===== config.mk =====
export PLATFORM = sky130hd
export DESIGN_NAME = iter_div
export DESIGN_NICKNAME = d
export VERILOG_FILES = /design/src/rtl/iter_div.sv
export SDC_FILE = /design/constraint.sdc
export NUM_CORES = 1
export LEC_CHECK = 0
export BUFFER_PORTS_ARGS = -buffer_cell sky130_fd_sc_hd__buf_2
export CORE_UTILIZATION = 65
export CTS_BUF_LIST = sky130_fd_sc_hd__clkbuf_16
export DETAILED_ROUTE_END_ITERATION = 10
export GPL_ROUTABILITY_DRIVEN = 0
export PLACE_DENSITY = 0.85
export RECOVER_POWER = 25
export SLEW_MARGIN = 20
export SYNTH_ARGS = -nofsm -noshare
export SYNTH_HDL_FRONTEND = slang
export SYNTH_SLANG_ARGS = --single-unit

===== constraint.sdc =====
create_clock -name clk -period 11.6 [get_ports clk]
set_clock_uncertainty 0.1 [all_clocks]
set_input_delay 1.16 -clock clk [delete_from_list [all_inputs] [get_ports clk]]
set_output_delay 1.16 -clock clk [all_outputs]
set_load 0.01 [all_outputs]

===== src/rtl/iter_div.sv =====
// iter_div: 32-bit iterative radix-2 restoring divider, signed or unsigned.
// One quotient bit is resolved per clock; results appear 32 cycles after
// the request is accepted.
//
// Ports:
//   clk        - clock, rising edge
//   resetn     - asynchronous active-low reset
//   div        - start request, honoured only when idle
//   div_signed - 1: two's-complement divide, 0: unsigned
//   dividend   - dividend, captured on the accepting edge
//   divisor    - divisor, captured on the accepting edge
//   cancel     - abort the running operation (also blocks a start)
//   quotient   - quotient, updated when a divide finishes
//   remainder  - remainder, updated when a divide finishes
//   busy       - operation in progress
//   complete   - one-cycle result-valid pulse
module iter_div (
    input  logic        clk,
    input  logic        resetn,
    input  logic        div,
    input  logic        div_signed,
    input  logic [31:0] dividend,
    input  logic [31:0] divisor,
    input  logic        cancel,
    output logic [31:0] quotient,
    output logic [31:0] remainder,
    output logic        busy,
    output logic        complete
);

    typedef enum logic [1:0] {
        S_IDLE = 2'd0,
        S_CALC = 2'd1,
        S_DONE = 2'd2
    } state_t;

    state_t      r_state;
    state_t      w_state_nxt;

    logic [5:0]  r_cnt;
    logic [63:0] r_acc;       // {partial remainder, dividend/quotient bits}
    logic [31:0] r_dvs;       // divisor magnitude
    logic        r_signed;
    logic        r_q_sgn;     // dividend sign XOR divisor sign
    logic        r_r_sgn;     // dividend sign
    logic [31:0] r_quotient;
    logic [31:0] r_remainder;

    logic        w_accept;
    logic        w_step;
    logic        w_finish;
    logic [31:0] w_dvd_mag;
    logic [31:0] w_dvs_mag;
    logic [32:0] w_hi;
    logic [32:0] w_diff;
    logic        w_ge;
    logic [63:0] w_acc_nxt;
    logic [31:0] w_q_res;
    logic [31:0] w_r_res;

    assign w_accept = (r_state == S_IDLE) && div && !cancel;
    assign w_step   = (r_state == S_CALC) && !cancel;
    assign w_finish = w_step && (r_cnt == 6'd31);

    // 0x80000000 negates to itself, which is still the correct unsigned magnitude.
    assign w_dvd_mag = (div_signed && dividend[31]) ? (~dividend + 32'd1) : dividend;
    assign w_dvs_mag = (div_signed && divisor[31])  ? (~divisor  + 32'd1) : divisor;

    // The shifted remainder needs 33 bits: it can reach 2*divisor - 1.
    assign w_hi      = r_acc[63:31];
    assign w_diff    = w_hi - {1'b0, r_dvs};
    assign w_ge      = !w_diff[32];
    assign w_acc_nxt = {(w_ge ? w_diff[31:0] : w_hi[31:0]), r_acc[30:0], w_ge};

    // A zero divisor yields all-ones quotient bits and leaves the dividend
    // magnitude as remainder; re-signing that gives back the original dividend.
    // The quotient is forced to all ones so sign fix-up cannot disturb it.
    always_comb begin
        w_q_res = w_acc_nxt[31:0];
        w_r_res = w_acc_nxt[63:32];
        if (r_signed && r_q_sgn)
            w_q_res = ~w_acc_nxt[31:0] + 32'd1;
        if (r_signed && r_r_sgn)
            w_r_res = ~w_acc_nxt[63:32] + 32'd1;
        if (r_dvs == '0)
            w_q_res = '1;
    end

    always_ff @(posedge clk or negedge resetn) begin
        if (!resetn)
            r_state <= S_IDLE;
        else
            r_state <= w_state_nxt;
    end

    always_comb begin
        w_state_nxt = r_state;
        busy        = 1'b0;
        complete    = 1'b0;
        case (r_state)
            S_IDLE: begin
                if (w_accept)
                    w_state_nxt = S_CALC;
            end
            S_CALC: begin
                busy = 1'b1;
                if (cancel)
                    w_state_nxt = S_IDLE;
                else if (r_cnt == 6'd31)
                    w_state_nxt = S_DONE;
            end
            S_DONE: begin
                busy        = 1'b1;
                complete    = 1'b1;
                w_state_nxt = S_IDLE;
            end
            default: w_state_nxt = S_IDLE;
        endcase
    end

    always_ff @(posedge clk or negedge resetn) begin
        if (!resetn) begin
            r_cnt       <= '0;
            r_acc       <= '0;
            r_dvs       <= '0;
            r_signed    <= 1'b0;
            r_q_sgn     <= 1'b0;
            r_r_sgn     <= 1'b0;
            r_quotient  <= '0;
            r_remainder <= '0;
        end else begin
            if (w_accept) begin
                r_cnt    <= '0;
                r_acc    <= {32'd0, w_dvd_mag};
                r_dvs    <= w_dvs_mag;
                r_signed <= div_signed;
                r_q_sgn  <= dividend[31] ^ divisor[31];
                r_r_sgn  <= dividend[31];
            end else if (w_step) begin
                r_cnt <= r_cnt + 6'd1;
                r_acc <= w_acc_nxt;
            end
            if (w_finish) begin
                r_quotient  <= w_q_res;
                r_remainder <= w_r_res;
            end
        end
    end

    assign quotient  = r_quotient;
    assign remainder = r_remainder;

endmodule


* After elaboration in Yosys (flattened, before gate mapping)
Index checks and enable logic that the tools add are counted.
W data, S select, Z words.
** Word-level totals
- Bits in registers :: 171
- Bits of input ports :: 69
- Output and inout port bits :: 66
- Logic and storage cells :: 56
** Cells by class
- Add/sub/neg operators :: 6
- Equality and inequality tests :: 5
- Mux-type cells :: 16
- Bitwise operators :: 5
- Reduce and logical (&&, ||, !) cells :: 15
** Operators with widths (number)
- $mux W32 :: 6
- $add A32 B1 Y32 const B :: 4
- $mux W64 :: 2
- $not A32 Y32 :: 4
- $sub A33 B32 Y33 :: 1
- $logic_not A32 Y1 :: 1
- $mux W6 :: 2
- $logic_and A1 B1 Y1 :: 8
- $add A6 B1 Y6 const B :: 1
- $eq A6 B5 Y1 const B :: 1
- $mux W2 :: 3
- $pmux W2 S2 :: 1
- $ne A3 B2 Y1 const B :: 1
- $eq A2 B1 Y1 const B :: 1
- $eq A2 B2 Y1 const B :: 1
- $logic_not A1 Y1 :: 2
- $logic_not A2 Y1 :: 1
- $mux W1 :: 2
- $ne A2 B2 Y1 const B :: 1
- $reduce_and A2 Y1 :: 1
- $reduce_bool A2 Y1 :: 1
- $reduce_or A2 Y1 :: 1
- $xor A1 B1 Y1 :: 1

* Longest topological paths before layout
- Depth after elaboration :: 6
- Depth in mapped cells :: 21
- Mapped depth without buffers :: 19

* Worst setup path after synthesis
No wires, ideal clock.
- Kind :: register to register
- Start :: register r_acc[31]
- End :: register r_remainder[26], in the netlist remainder[26]
- Library setup time :: 0.083 ns
- Arrival :: 4.415 ns
- Data required time :: 11.417 ns
- Slack :: 7.002 ns
- Stages on the path, launching flop included :: 21
- Path buffers :: 2
- Clock period less this slack :: 4.598 ns
- Path through :: dfrtp_1 > inv_1 > ha_1 > inv_1 > fa_1 > a211oi_2 > o211ai_2 > and3_4 > o21a_1 > nor3_2 > nor2_2 > inv_2 > clkbuf_1 > clkbuf_1 > mux2i_1 > ha_1 > o21ai_0 > nor4b_4 > a41oi_1 > xor2_1 > o21ai_0
** Between the ends
- Cells in the longest elaborated chain, start to end :: 5
** RTL lines
- start, declared :: line 41 : logic [63:0] r_acc;
- start signal, assigned :: line 134 : r_acc <= {32'd0, w_dvd_mag};
- start signal, assigned :: line 141 : r_acc <= w_acc_nxt;
- $sub A33 B32 Y33 :: line 71 : assign w_diff = w_hi - {1'b0, r_dvs};
- $mux W32 * :: line 73 : assign w_acc_nxt = {(w_ge ? w_diff[31:0] : w_hi[31:0]), r_acc[30:0], w_ge};
- $not A32 Y32 :: line 84 : w_r_res = ~w_acc_nxt[63:32] + 32'd1;
- $add A32 B1 Y32 :: line 84
- $mux W32 * :: line 83 : if (r_signed && r_r_sgn)
- end signal, assigned :: line 145 : r_remainder <= w_r_res;
- end, declared :: line 47 : logic [31:0] r_remainder;
Mark *: on every way between the ends. The rest lies on a longest branch, timed or not.
A chain may end at the register's enable or synchronous reset.

==> impl_metrics.py <==
metrics = {
    "status": {
        "status": "complete, but fails checks",
        "violations": "max-capacitance violations, max-slew violations",
    },
    "timing": {
        "rsz0062_at_grt": "no",
        "slew_violations": 105,
        "worst_slew_pin_slew_ps": 5240,
        "setup_viol": 0,
        "hold_violations": 0,
        "timing.slew.headroom_pct": -250,
        "fin_crit_ps": 5660,
        "fin_tns_setup_ps": 0,
        "finalCritPeriodShare_pct": 48.8,
        "fmax_mhz": 177,
    },
    "cts": {
        "holdBufCountCts": 0,
        "post_cts_buffers": 0,
        "cts_made_buffers": 17,
        "cts.sink_count": 171,
        "ctsResizeCount": 0,
        "cts_tree": "done",
        "h-tree-depth": 4,
        "root_buffer": "clkbuf_16",
        "clk_path_buf_depth": 2,
        "path_clk_slew_ps": 70,
        "clock_latency_ps": 450,
    },
    "worst_setup_path": {
        "path_cells": "clkbuf_1, buf_4",
        "critPathKind": "primary input to async pin",
        "cp_data_arrival_time_ps": 6010,
        "critPathLaunchType": "primary input",
        "critPathSlowestCell": "clkbuf_1",
        "critical_path_required_ps": 11950,
        "slowest_delay_ps": 3610,
        "crit_family": "buffers and inverters",
        "crit_fanout": 104,
        "critPathCaptureType": "async pin",
        "critPathBufInv": 2,
    },
    "detailed_routing": {
        "drt-total-wl_um": 33100,
        "postRouteAntennaNets": 0,
        "viasPerCell": 6.49,
        "drtIter0Drc": 1463,
        "via_count": 11600,
        "drcViolationCount": 0,
        "drt-wirelength-per-cell_um": 18.6,
        "first_pass_iters": 6,
    },
    "global_routing": {
        "grt_first_pass_wirelength_um": 52000,
        "grt_start_max_net_pins": 105,
        "grtUsageTotal_pct": 35.7,
        "grt_pass1_vias": 10200,
        "overflow": 0,
        "antenna_found_initial": 1,
    },
    "final_layout": {
        "multi_input_area_um2": 7180,
        "layout_commonest_cell": "nand2_1",
        "nets": 1652,
        "seqCellArea_um2": 4280,
        "diodes": 0,
        "area_delta_synth_final_pct": 11.5,
        "n_fill_cell": 1388,
        "final_cell_mix": "nand2_1 (181), o21ai_0 (176), dfrtp_1 (171), buf_2 (133), a21oi_1 (110)",
        "layout-drive-gt1-share_pct": 13.3,
    },
    "floorplanning": {
        "ios": 135,
        "fp.dieH_um": 137,
        "fp.dieW_um": 137,
        "core_um2": 18000,
        "start_util_pct": 66.3,
        "dieArea_um2": 18900,
        "num_rows": 49,
    },
    "logic_synthesis": {
        "synth-edff-count": 0,
        "postSynthCellCount": 1447,
        "synth_top_area_share_pct": 35.9,
        "synth_top_family_by_area": "compound AO/OA/AOI/OAI gates",
        "synth-seq-cells": 171,
        "synthMuxAreaShare_pct": 1.61,
        "synth_xor_area_share_pct": 10.0,
        "synth_fa_ha_area_share_pct": 4.37,
        "ys_types": 82,
        "syn_avg_cell_area_um2": 8.23,
        "synth_nets": 1557,
        "synth_top_area_cell": "dfrtp_1",
        "synth-main-ff-cell": "dfrtp_1",
        "async_reset_ff_share_pct": 100,
        "synth_compound_area_share_pct": 24.7,
        "synth_area_um2": 11900,
        "seq_area_frac_synth_pct": 35.9,
        "synth-simple-area-share_pct": 19.4,
        "ys_warn_count": 0,
        "synth_area_leaders": "dfrtp_1 (36%), o21ai_0 (7.4%), xor2_1 (5.8%)",
    },
    "power": {
        "totalPowerFinal_mw": 3.07,
        "peakVddDrop_mv": 0.154,
        "power.density_nw_per_um2": 231,
        "p_leak_nw": 6.02,
    },
    "placement": {
        "dp_hpwl_um": 24200,
        "port_buffers": 134,
    },
    "run": {
        "cap_viol_max_count": 1,
    },
    "hold_path": {
        "min_path_type": "flip-flop to flip-flop",
    },
}
[cell families (layout without fill, tap and decap cells)]
logic type,count (synthesis),after routing
AND/OR/NAND/NOR,482,482
AO/OA/AOI/OAI,473,473
flip-flops,171,171
XOR/XNOR,136,136
buffers and inverters,125,233
adder cells (fa/ha/maj),41,41
multiplexers,19,19
[cell usage after synthesis, types with 4 or more instances]
library cell  instances
and3_1                9
nor2b_1              10
inv_1                56
buf_2                 8
a21oi_1             111
or3_1                16
nor3_1               33
a31oi_1              25
a22oi_1              31
and2_1               13
o31ai_1              19
o21ai_0             176
dfrtp_1             171
o41ai_1              14
ha_1                 40
nor2_1              107
nor4_1               24
xnor2_1              57
nand3_1              25
a22o_1                6
a41oi_1               6
o21a_1                8
clkbuf_1             58
nand4_1              13
nand3b_1              4
mux2i_1              18
o21ai_1               6
o211ai_1              9
a21o_1               17
or4_1                11
nand2_1             182
xor2_1               79
nand2b_1             14
a21boi_0              6
[power by group]
group          internal, mW  switching [mW]
logic                 0.597            1.01
clock network         0.285           0.275
registers             0.721           0.177
[final timing paths]
check / from / end / slack [ps] / depth (start not counted)
min in group asynchronous: resetn / remainder[14]$_DFFE_PN0P_ / 2530 / 1
max in group clk: r_acc[31]$_DFFE_PN0P_ / quotient[22]$_DFFE_PN0P_ / 6720 / 20
max reg2reg: r_acc[31]$_DFFE_PN0P_ / quotient[22]$_DFFE_PN0P_ / 6720 / 20
max: resetn / r_dvs[19]$_DFFE_PN0P_ / 5940 / 2
min reg2reg: remainder[20]$_DFFE_PN0P_ / remainder[20]$_DFFE_PN0P_ / 380 / 2
min: remainder[20]$_DFFE_PN0P_ / remainder[20]$_DFFE_PN0P_ / 380 / 2
[sequential cells by signal (all words and copies together) (netlist names)]
name and flops:
r_dvs 32, quotient 32, r_acc 64, r_signed 1
remainder 32, r_q_sgn 1, r_r_sgn 1, r_state 2
r_cnt 6
[final cells by class]
| cell class | count | area share, % |
|---|---|---|
| Inverter | 57 | 1.61 |
| Timing Repair Buffer | 144 | 5.61 |
| Sequential cell | 171 | 32.2 |
| Clock inverter | 15 | 1.12 |
| Multi-Input combinational cell | 1151 | 54.1 |
| Clock buffer | 17 | 3.20 |
| Tap cell | 229 | 2.16 |
[per-layer routing]
metal / share of wire (%) / GRT usage (%) / up-vias
li1: - / - / 5389
met1: 43 / 51.0 / 5401
met2: 43 / 52.3 / 715
met3: 11 / 9.01 / 73
met4: 2.5 / 12.3 / 2
met5: 0.039 / 0 / -
[metrics by stage]
step / worst slack, ps / utilization (%) / area [µm²] / instances / hold slack (ps)
floorplan: 7000 / - / 11900 / 1447 / 359
global placement: 7080 / 70.7 / 12700 / 1752 / 356
detailed placement: 6910 / 70.7 / 12700 / 1752 / 366
CTS: 6830 / 73.9 / 13300 / 1784 / 381
global route: 4740 / 73.9 / 13300 / 1784 / 416
finish: 5940 / 73.9 / 13300 / 1784 / 375
Note: power is estimated with default switching activity, not from simulation.
